==> src/rtl/regarb_pkg.sv <==
// regarb_pkg: shared widths, arbiter state type and default peripheral register window
package regarb_pkg;
  localparam int REG_ADDR_W = 5;
  localparam int DATA_W = 32;
  localparam logic [REG_ADDR_W-1:0] WIN_LO_DEF = 5'd23;
  localparam logic [REG_ADDR_W-1:0] WIN_HI_DEF = 5'd27;
  typedef enum logic {NORMAL, STALL} state_e;
endpackage

==> src/rtl/regfile_wport_arbiter_if.sv <==
// regfile_wport_arbiter_if: processor, peripheral and register-file write-port signals
interface regfile_wport_arbiter_if #(parameter int N_PERIPH = 3);
  import regarb_pkg::*;
  logic proc_we;
  logic [REG_ADDR_W-1:0] proc_waddr;
  logic [DATA_W-1:0] proc_wdata;
  logic proc_stall;
  logic [N_PERIPH-1:0] periph_req;
  logic [REG_ADDR_W*N_PERIPH-1:0] periph_waddr;
  logic [DATA_W*N_PERIPH-1:0] periph_wdata;
  logic [N_PERIPH-1:0] periph_ack;
  logic rf_we;
  logic [REG_ADDR_W-1:0] rf_waddr;
  logic [DATA_W-1:0] rf_wdata;
  logic err_window;
  modport master (
    output proc_we, proc_waddr, proc_wdata, periph_req, periph_waddr, periph_wdata,
    input proc_stall, periph_ack, rf_we, rf_waddr, rf_wdata, err_window
  );
  modport slave (
    input proc_we, proc_waddr, proc_wdata, periph_req, periph_waddr, periph_wdata,
    output proc_stall, periph_ack, rf_we, rf_waddr, rf_wdata, err_window
  );
endinterface

==> src/rtl/regfile_wport_arbiter_rr_arbiter.sv <==
// rr_arbiter: combinational round-robin pick of the first unmasked request after the pointer
module rr_arbiter #(
  parameter int N = 3,
  parameter int IDX_W = 2
) (
  input logic [N-1:0] req_i,
  input logic [N-1:0] mask_i,
  input logic [IDX_W-1:0] ptr_i,
  output logic [N-1:0] gnt_o,
  output logic [IDX_W-1:0] idx_o
);
  logic [N-1:0] elig;
  logic [IDX_W-1:0] j;
  assign elig = req_i & ~mask_i;
  // Scan farthest-to-nearest from the pointer so the nearest eligible requester wins last
  always_comb begin
    gnt_o = '0;
    idx_o = '0;
    j = '0;
    for (int k = N; k >= 1; k--) begin
      j = IDX_W'((int'(ptr_i) + k) % N);
      if (elig[j]) begin
        gnt_o = '0;
        gnt_o[j] = 1'b1;
        idx_o = j;
      end
    end
  end
endmodule

==> src/rtl/regfile_wport_arbiter.sv <==
// regfile_wport_arbiter: shares the register-file write port; optional REGARB_WINDOW_EN restricts peripheral addresses
module regfile_wport_arbiter
  import regarb_pkg::*;
#(
  parameter int N_PERIPH = 3,
  parameter int STARVE_LIMIT = 8,
  parameter int CNT_W = 4
`ifdef REGARB_WINDOW_EN
  , parameter logic [REG_ADDR_W-1:0] PERIPH_REG_LO = WIN_LO_DEF,
  parameter logic [REG_ADDR_W-1:0] PERIPH_REG_HI = WIN_HI_DEF
`endif
) (
  input logic clock,
  input logic ctrl_reset,
  regfile_wport_arbiter_if.slave bus
);
  localparam int IDX_W = N_PERIPH > 1 ? $clog2(N_PERIPH) : 1;
  state_e state_q, state_d;
  logic [CNT_W-1:0] cnt_q, cnt_d;
  logic [IDX_W-1:0] ptr_q, ptr_d, idx;
  logic [N_PERIPH-1:0] ack_q, ack_d, gnt;
  logic rf_we_q, rf_we_d;
  logic [REG_ADDR_W-1:0] rf_waddr_q, rf_waddr_d, pa;
  logic [DATA_W-1:0] rf_wdata_q, rf_wdata_d, pd;
  logic pend, grant, proc_win, starve, bad_win;
  rr_arbiter #(.N(N_PERIPH), .IDX_W(IDX_W)) u_rr (
    .req_i(bus.periph_req),
    .mask_i(ack_q),
    .ptr_i(ptr_q),
    .gnt_o(gnt),
    .idx_o(idx)
  );
  // Fetch the winning peripheral's address and data from the packed buses
  always_comb begin
    pa = '0;
    pd = '0;
    for (int i = 0; i < N_PERIPH; i++) begin
      if (gnt[i]) begin
        pa = bus.periph_waddr[i*REG_ADDR_W +: REG_ADDR_W];
        pd = bus.periph_wdata[i*DATA_W +: DATA_W];
      end
    end
  end
  assign pend = |gnt;
  assign proc_win = state_q == NORMAL && bus.proc_we;
  assign grant = pend && !proc_win;
  assign starve = proc_win && pend && cnt_q == CNT_W'(STARVE_LIMIT - 1);
`ifdef REGARB_WINDOW_EN
  logic err_q;
  assign bad_win = pa < PERIPH_REG_LO || pa > PERIPH_REG_HI;
  // Sticky record of any peripheral write that fell outside its register window
  always_ff @(posedge clock) begin
    if (ctrl_reset) err_q <= 1'b0;
    else err_q <= err_q | (grant & bad_win);
  end
  assign bus.err_window = err_q;
`else
  assign bad_win = 1'b0;
  assign bus.err_window = 1'b0;
`endif
  // Next state, starvation count and registered write-port decision
  always_comb begin
    state_d = starve ? STALL : NORMAL;
    cnt_d = (proc_win && pend && !starve) ? cnt_q + 1'b1 : '0;
    ack_d = grant ? gnt : '0;
    ptr_d = grant ? idx : ptr_q;
    rf_we_d = proc_win ? |bus.proc_waddr : grant && |pa && !bad_win;
    rf_waddr_d = proc_win ? bus.proc_waddr : grant ? pa : '0;
    rf_wdata_d = proc_win ? bus.proc_wdata : grant ? pd : '0;
  end
  // State and output registers; reset discards any grant decided this cycle
  always_ff @(posedge clock) begin
    if (ctrl_reset) begin
      state_q <= NORMAL;
      cnt_q <= '0;
      ptr_q <= IDX_W'(N_PERIPH - 1);
      ack_q <= '0;
      rf_we_q <= 1'b0;
      rf_waddr_q <= '0;
      rf_wdata_q <= '0;
    end else begin
      state_q <= state_d;
      cnt_q <= cnt_d;
      ptr_q <= ptr_d;
      ack_q <= ack_d;
      rf_we_q <= rf_we_d;
      rf_waddr_q <= rf_waddr_d;
      rf_wdata_q <= rf_wdata_d;
    end
  end
  assign bus.proc_stall = state_q == STALL;
  assign bus.periph_ack = ack_q;
  assign bus.rf_we = rf_we_q;
  assign bus.rf_waddr = rf_waddr_q;
  assign bus.rf_wdata = rf_wdata_q;
endmodule

==> src/flat_wrapper.sv <==
// flat-port wrapper written by rule: the top's interface ports become plain ports
module regfile_wport_arbiter_flat import regarb_pkg::*;
#(
  parameter int N_PERIPH = 3,
  parameter int STARVE_LIMIT = 8,
  parameter int CNT_W = 4

)
  (clock, ctrl_reset, bus_proc_we, bus_proc_waddr, bus_proc_wdata, bus_periph_req, bus_periph_waddr, bus_periph_wdata, bus_proc_stall, bus_periph_ack, bus_rf_we, bus_rf_waddr, bus_rf_wdata, bus_err_window);
  regfile_wport_arbiter_if #(.N_PERIPH(N_PERIPH)) bus_i ();
  input logic clock;
  input logic ctrl_reset;
  input wire logic [$bits(bus_i.proc_we)-1:0] bus_proc_we;
  input wire logic [$bits(bus_i.proc_waddr)-1:0] bus_proc_waddr;
  input wire logic [$bits(bus_i.proc_wdata)-1:0] bus_proc_wdata;
  input wire logic [$bits(bus_i.periph_req)-1:0] bus_periph_req;
  input wire logic [$bits(bus_i.periph_waddr)-1:0] bus_periph_waddr;
  input wire logic [$bits(bus_i.periph_wdata)-1:0] bus_periph_wdata;
  output wire logic [$bits(bus_i.proc_stall)-1:0] bus_proc_stall;
  output wire logic [$bits(bus_i.periph_ack)-1:0] bus_periph_ack;
  output wire logic [$bits(bus_i.rf_we)-1:0] bus_rf_we;
  output wire logic [$bits(bus_i.rf_waddr)-1:0] bus_rf_waddr;
  output wire logic [$bits(bus_i.rf_wdata)-1:0] bus_rf_wdata;
  output wire logic [$bits(bus_i.err_window)-1:0] bus_err_window;
  assign bus_i.proc_we = bus_proc_we;
  assign bus_i.proc_waddr = bus_proc_waddr;
  assign bus_i.proc_wdata = bus_proc_wdata;
  assign bus_i.periph_req = bus_periph_req;
  assign bus_i.periph_waddr = bus_periph_waddr;
  assign bus_i.periph_wdata = bus_periph_wdata;
  assign bus_proc_stall = bus_i.proc_stall;
  assign bus_periph_ack = bus_i.periph_ack;
  assign bus_rf_we = bus_i.rf_we;
  assign bus_rf_waddr = bus_i.rf_waddr;
  assign bus_rf_wdata = bus_i.rf_wdata;
  assign bus_err_window = bus_i.err_window;
  regfile_wport_arbiter #(.N_PERIPH(N_PERIPH), .STARVE_LIMIT(STARVE_LIMIT), .CNT_W(CNT_W)) u_core (.clock(clock), .ctrl_reset(ctrl_reset), .bus(bus_i));
endmodule
==> config.mk <==
export PLATFORM = sky130hd
export DESIGN_NAME = regfile_wport_arbiter_flat
export DESIGN_NICKNAME = d
export VERILOG_FILES = /design/src/rtl/regarb_pkg.sv /design/src/rtl/regfile_wport_arbiter_if.sv /design/src/rtl/regfile_wport_arbiter_rr_arbiter.sv /design/src/rtl/regfile_wport_arbiter.sv /design/src/flat_wrapper.sv
export SDC_FILE = /design/constraint.sdc
export NUM_CORES = 1
export LEC_CHECK = 0
export CAP_MARGIN = 20
export CORE_AREA = 10 10 96 98
export DETAILED_ROUTE_END_ITERATION = 16
export DIE_AREA = 0 0 106 108
export PLACE_DENSITY = 0.93
export SLEW_MARGIN = 20
export SYNTH_ARGS = -nofsm -noshare
export SYNTH_HDL_FRONTEND = slang
export SYNTH_SLANG_ARGS = --single-unit
==> constraint.sdc <==
create_clock -name clock -period 3.84 [get_ports clock]
set_input_delay 0.384 -clock clock [delete_from_list [all_inputs] [get_ports clock]]
set_output_delay 0.384 -clock clock [all_outputs]
set_load 0.03 [all_outputs]
==> impl_metrics.env, run 1 <==
export IMPL_start_kind="register"
export IMPL_via_per_inst=5.19
export IMPL_endpoint_kind="register"
export IMPL_place_ws_ns=0.498
export IMPL_reg2reg_from="u_core.ptr_q[0]"
export IMPL_cts_buffers=5
export IMPL_drc=0
export IMPL_synthFlopType="dfxtp_1"
export IMPL_synth_common_cells="a21oi_1, nand2_1, dfxtp_1, nand3_1, o21ai_0"
export IMPL_clock_tree_root_cell="clkbuf_8"
export IMPL_synthArstFlopShare_pct=0
export IMPL_cts_resized=0
export IMPL_drt_iter0_drc=112
export IMPL_grt_pass1_vias=3570
export IMPL_worstHoldPathCells=1
export IMPL_cts_hold_buf=0
export IMPL_h_tree_depth=2
export IMPL_fmax_mhz=303
export IMPL_io_buffers=195
export IMPL_synth_cell_types=46
export IMPL_antenna_found_initial=0
export IMPL_fin_ws_ns=0.543
export IMPL_synth_area_um2=2660
export IMPL_die_y_um=108
export IMPL_layout_nets=704
export IMPL_coreArea_um2=7450
export IMPL_cp_max_fo=41
export IMPL_synth_seq_cells=48
export IMPL_status="finished clean"
export IMPL_yosysTopAreaCell="dfxtp_1"
export IMPL_gr_total_overflow=0
export IMPL_routed_wl_mm=11.9
export IMPL_finClkSkew_ns=0.00320
export IMPL_clk_path_buf_depth=2
export IMPL_cap_violations=0
export IMPL_drtAntennaViolNets=0
export IMPL_synth_area_top_cells="dfxtp_1, a21oi_1, nand2_1, nand3_1, o21ai_0"
export IMPL_power_per_cell_area_nw_per_um2=755
export IMPL_numClockSinks=48
export IMPL_final_hold_viol_count=0
export IMPL_synth_edf_count=0
export IMPL_hpwl_mm=9.50
export IMPL_clk_pin_slew_worst_paths_ns=0.08
export IMPL_vias=3362
export IMPL_grt_max_degree=42
export IMPL_relSlewSlack_pct=40.0
export IMPL_yosysTopAreaCellShare_pct=36.1
export IMPL_rr_endpoint="u_core.bus.rf_wdata[19]"
export IMPL_power_total_w=0.00356
export IMPL_grt_pass1_wl_mm=18.0
export IMPL_min_path_type="reg -> reg"
export IMPL_rsz0062_at_grt="false"
export IMPL_reg2reg_depth=9
export IMPL_filler_cell_count=653
export IMPL_irDropWorstVdd_mv=0.434
export IMPL_worstHoldEndpoint="u_core.cnt_q[0]"
export IMPL_period_minus_slack_ns=3.30
export IMPL_post_drt_wl_per_cell_um=18.4
export IMPL_p_leak_nw=1.73
export IMPL_syn_nets=529
export IMPL_worstPathRequired_ns=4.00
export IMPL_rows=32
export IMPL_yosysSeqAreaShare_pct=36.1
export IMPL_setup_tns_ns=0
export IMPL_clock_latency_ns=0.29
export IMPL_start_util_pct=35.7
export IMPL_final_area_um2=4710
export IMPL_min_from="u_core.cnt_q[0]"
export IMPL_setup_violations=0
export IMPL_final_util_pct=63.3
export IMPL_syn_inst=370
export IMPL_multiInputGateArea_um2=1530
export IMPL_antenna_cells=0
export IMPL_place_area_um2=4620
export IMPL_syn_area_per_cell_um2=7.19
export IMPL_syn_to_final_growth_pct=77.2
export IMPL_firstDrtPassIters=4
export IMPL_crit_type="reg -> reg"
export IMPL_worst_slew_pin_slew_ns=0.898
export IMPL_slew_viol_final=0
export IMPL_place_congestion=0.884
export IMPL_yosys_warnings=0
export IMPL_period_share_pct=85.9
export IMPL_ios=197
export IMPL_post_cts_setup_buffers=0
export IMPL_rrSetupSlack_ns=0.54
export IMPL_arrival_ns=3.46
export IMPL_regArea_um2=961
export IMPL_dieArea_um2=11400
export IMPL_drive_above_1_share_pct=3.66
export IMPL_cts_tree="yes"
export IMPL_die_x_um=106
export IMPL_grt_util_all_layers_pct=19.5
[how the worst max path moves through the flow]
stage,start,end,slack (ns),cells past startpoint
2_1_floorplan,u_core.ptr_q[0],u_core.bus.rf_we,1.34,10
3_3_place_gp,bus_periph_req[1],u_core.bus.rf_we,0.67,9
3_5_place_dp,bus_periph_req[1],u_core.bus.rf_wdata[19],0.50,9
4_1_cts,u_core.ptr_q[0],u_core.bus.rf_wdata[19],0.57,9
5_1_grt,u_core.ptr_q[0],u_core.bus.rf_wdata[19],0.29,9
6_report,u_core.ptr_q[0],u_core.bus.rf_wdata[19],0.54,9
[cell type report]
class | instances | share of cell area (%)
well taps | 102 | 2.71
multi-input cells | 287 | 32.5
flip-flops and latches | 48 | 20.4
repair buffers | 200 | 42.2
inverters | 3 | 0.239
clock buffers | 8 | 1.91
[sequential cells by signal (all words and copies together) (netlist names)]
register,count
u_core.cnt_q,4
u_core.bus.rf_waddr,5
u_core.bus.rf_wdata,32
u_core.bus.proc_stall,1
u_core.bus.periph_ack,3
u_core.ptr_q,2
u_core.bus.rf_we,1
[stage by stage]
step                      hold slack (ns)  cells
after detailed placement            0.444    640
after global placement              0.428    640
after floorplan                     0.418    370
after CTS                           0.463    648
after global routing                0.497    648
final                               0.458    648
[layout by cell type (no fill, tap or decap), types with 2 or more instances in the layout]
cell,Yosys,layout
nand2b_1,4,4
clkbuf_8,0,6
clkdlybuf4s50_1,0,195
a21oi_1,74,74
nand3_1,39,39
o21ai_0,35,35
a31o_2,2,2
nand3b_1,3,3
o2bb2ai_1,3,3
mux2i_1,3,3
nand2_1,74,74
a21o_1,2,2
nor2b_1,4,4
nor2_1,9,8
clkbuf_1,14,2
o21ai_1,5,5
buf_4,5,5
inv_1,3,3
dfxtp_1,48,48
ha_1,5,5
[cell families (layout without fill, tap and decap cells)]
logic type	count (synthesis)	count (layout)	share of synthesized area (%)
AO/OA/AOI/OAI	132	132	27.2
XOR/XNOR	2	2	0.659
adder cells (fa/ha/maj)	5	5	2.35
buffers and inverters	35	211	7.06
flip-flops	48	48	36.1
multiplexers	4	4	1.55
other	1	1	0.141
AND/OR/NAND/NOR	143	143	24.9
[critical path, cell delays in order, from the launching register on]
cell      delay [ns]
dfxtp_1         0.40
inv_1           0.09
ha_1            0.53
nand3b_1        0.28
o21ai_2         0.18
mux2_2          0.60
or3_4           0.43
nand2_2         0.10
or2_4           0.38
o21ai_0         0.17
[layer usage]
metal	GRT usage [%]	share of wire [%]
met3	8.63	10
met5	0	0
met2	35.8	51
met4	5.80	2.6
met1	19.5	36
[where the power goes]
part	internal [W]	switching, W
logic	0.000985	0.00158
clock network	0.000147	0.000161
registers	0.000631	0.0000503
total	0.00176	0.00179
Power figures use the tool's default switching activity.
==> run 2: changes to the inputs <==
- PLACE_DENSITY: 0.93 -> 0.95
==> run 2 against run 1 <==
Net effect:
- critical path depth did not move
- largest cell class unchanged
- final area about the same
- global-route usage grew 0.40 points
- utilization barely moved
- non-clock buffer count stayed put
- worst setup slack better by 0.23 ns
- clock-buffer cell count decreased by 2
- sequential power about the same
- sequential share of layout area about the same
- via count barely moved
- register-to-register slack improved by 0.23 ns
==> impl_metrics.env, run 2 (same netlist as run 1, synthesis figures left out) <==
export IMPL_place_area_um2=4620
export IMPL_final_area_um2=4720
export IMPL_slew_viol_final=0
export IMPL_cts_hold_buf=0
export IMPL_antenna_cells=0
export IMPL_hpwl_mm=9.35
export IMPL_p_seq_share_pct=19.5
export IMPL_gr_total_overflow=0
export IMPL_grt_use_met3_pct=8.57
export IMPL_vias=3365
export IMPL_fmax_mhz=326
export IMPL_period_share_pct=79.9
export IMPL_die_x_um=106
export IMPL_place_congestion=0.859
export IMPL_clk_pin_slew_worst_paths_ns=0.09
export IMPL_h_tree_depth=2
export IMPL_clock_latency_ns=0.30
export IMPL_met1_usage_pct=20.2
export IMPL_numClockSinks=48
export IMPL_grt_max_degree=72
export IMPL_grt_util_all_layers_pct=19.9
export IMPL_rsz0062_at_grt="false"
export IMPL_worstPathRequired_ns=4.00
export IMPL_post_drt_wl_per_cell_um=18.4
export IMPL_use_met2_pct=36.1
export IMPL_drc=0
export IMPL_post_cts_setup_buffers=0
export IMPL_swShare_pct=49.9
export IMPL_drive_above_1_share_pct=4.03
export IMPL_cts_tree="yes"
export IMPL_coreArea_um2=7450
export IMPL_clock_tree_root_cell="clkbuf_8"
export IMPL_antenna_found_initial=0
export IMPL_cts_buffers=5
export IMPL_io_buffers=195
export IMPL_mostFrequentLayoutCell="clkdlybuf4s50_1"
export IMPL_status="finished clean"
export IMPL_power_internal_w=0.00176
export IMPL_power_per_cell_area_nw_per_um2=744
export IMPL_cap_violations=0
export IMPL_start_kind="register"
export IMPL_crit_type="reg -> reg"
export IMPL_dieArea_um2=11400
export IMPL_syn_to_final_growth_pct=77.3
export IMPL_start_util_pct=35.7
export IMPL_grt_pass1_wl_mm=18.4
export IMPL_worst_slew_pin_slew_ns=0.945
export IMPL_arrival_ns=3.23
export IMPL_finClkSkew_ns=0.00389
export IMPL_filler_cell_count=653
export IMPL_regArea_um2=961
export IMPL_place_ws_ns=0.715
export IMPL_period_minus_slack_ns=3.07
export IMPL_irDropWorstVdd_mv=0.425
export IMPL_via_per_inst=5.19
export IMPL_fin_ws_ns=0.772
export IMPL_drt_iter0_drc=216
export IMPL_multiInputGateArea_um2=1530
export IMPL_busiest_layer="met2"
export IMPL_firstDrtPassIters=4
export IMPL_die_y_um=108
export IMPL_clk_path_buf_depth=2
export IMPL_power_switching_w=0.00175
export IMPL_layout_nets=704
export IMPL_largest_register_ffs=32
export IMPL_min_path_type="reg -> reg"
export IMPL_final_hold_viol_count=0
export IMPL_setup_violations=0
export IMPL_relSlewSlack_pct=36.9
export IMPL_drtAntennaViolNets=0
export IMPL_cp_max_fo=41
export IMPL_setup_tns_ns=0
export IMPL_clock_power_share_pct=8.9
export IMPL_endpoint_kind="register"
export IMPL_ios=197
export IMPL_grt_pass1_vias=3590
export IMPL_cts_resized=0
export IMPL_comb_power_share_pct=71.7
export IMPL_rows=32
export IMPL_final_cell_mix="clkdlybuf4s50_1, a21oi_1, nand2_1"
export IMPL_p_leak_nw=1.73
export IMPL_routed_wl_mm=11.9
[run 2: changes by cell type in the layout (fill, tap and decap cells not counted), sizes merged]
cell,delta
clkbuf,-2
clkinv,+2
[run 2: layout make-up]
class                           count  area share [%]
Multi-Input combinational cell    287            32.5
Clock inverter                      2           0.212
Clock buffer                        6            1.75
Timing Repair Buffer              200            42.2
Inverter                            3           0.239
Tap cell                          102            2.71
Sequential cell                    48            20.4
[run 2: power groups by stage]
stage | Clock, W | Sequential [W] | Combinational (W)
after CTS | 0.000324 | 0.000683 | 0.00252
after global routing | 0.000343 | 0.000697 | 0.00277
after detailed placement | 0 | 0.000695 | 0.00252
final | 0.000311 | 0.000682 | 0.00251
after floorplan | 0 | 0.000920 | 0.00155
after global placement | 0 | 0.000687 | 0.00241
[run 2: stage by stage]
step,util [%],hold WS (ns),total power [W],std cells
2_1_floorplan,-,0.418,0.00247,370
3_3_place_gp,62.1,0.426,0.00310,640
3_5_place_dp,62.1,0.441,0.00322,640
4_1_cts,63.3,0.458,0.00353,648
5_1_grt,63.3,0.478,0.00381,648
6_report,63.3,0.450,0.00351,648
[run 2: metal layers]
metal	wire length [um]	vias to the layer above
li1	-	1636
met1	4320	1540
met2	6140	167
met3	1180	22
met4	284	0
met5	0	-
[run 2: path summary, 6_finish.rpt]
check | startpoint | to | slack (ns) | cells after the start
min | u_core.cnt_q[0] | u_core.cnt_q[0] | 0.45 | 1
max reg2reg | u_core.ptr_q[0] | u_core.bus.rf_wdata[5] | 0.77 | 9
min reg2reg | u_core.cnt_q[0] | u_core.cnt_q[0] | 0.45 | 1
max | u_core.ptr_q[0] | u_core.bus.rf_wdata[5] | 0.77 | 9
[run 2: critical path, cell delays in order, from the launching register on]
cell,delay (ns)
dfxtp_1,0.40
inv_1,0.09
ha_1,0.51
nand3b_1,0.28
o21ai_2,0.18
mux2_2,0.38
or3_4,0.35
nand2_2,0.11
or2_4,0.40
o21ai_0,0.19
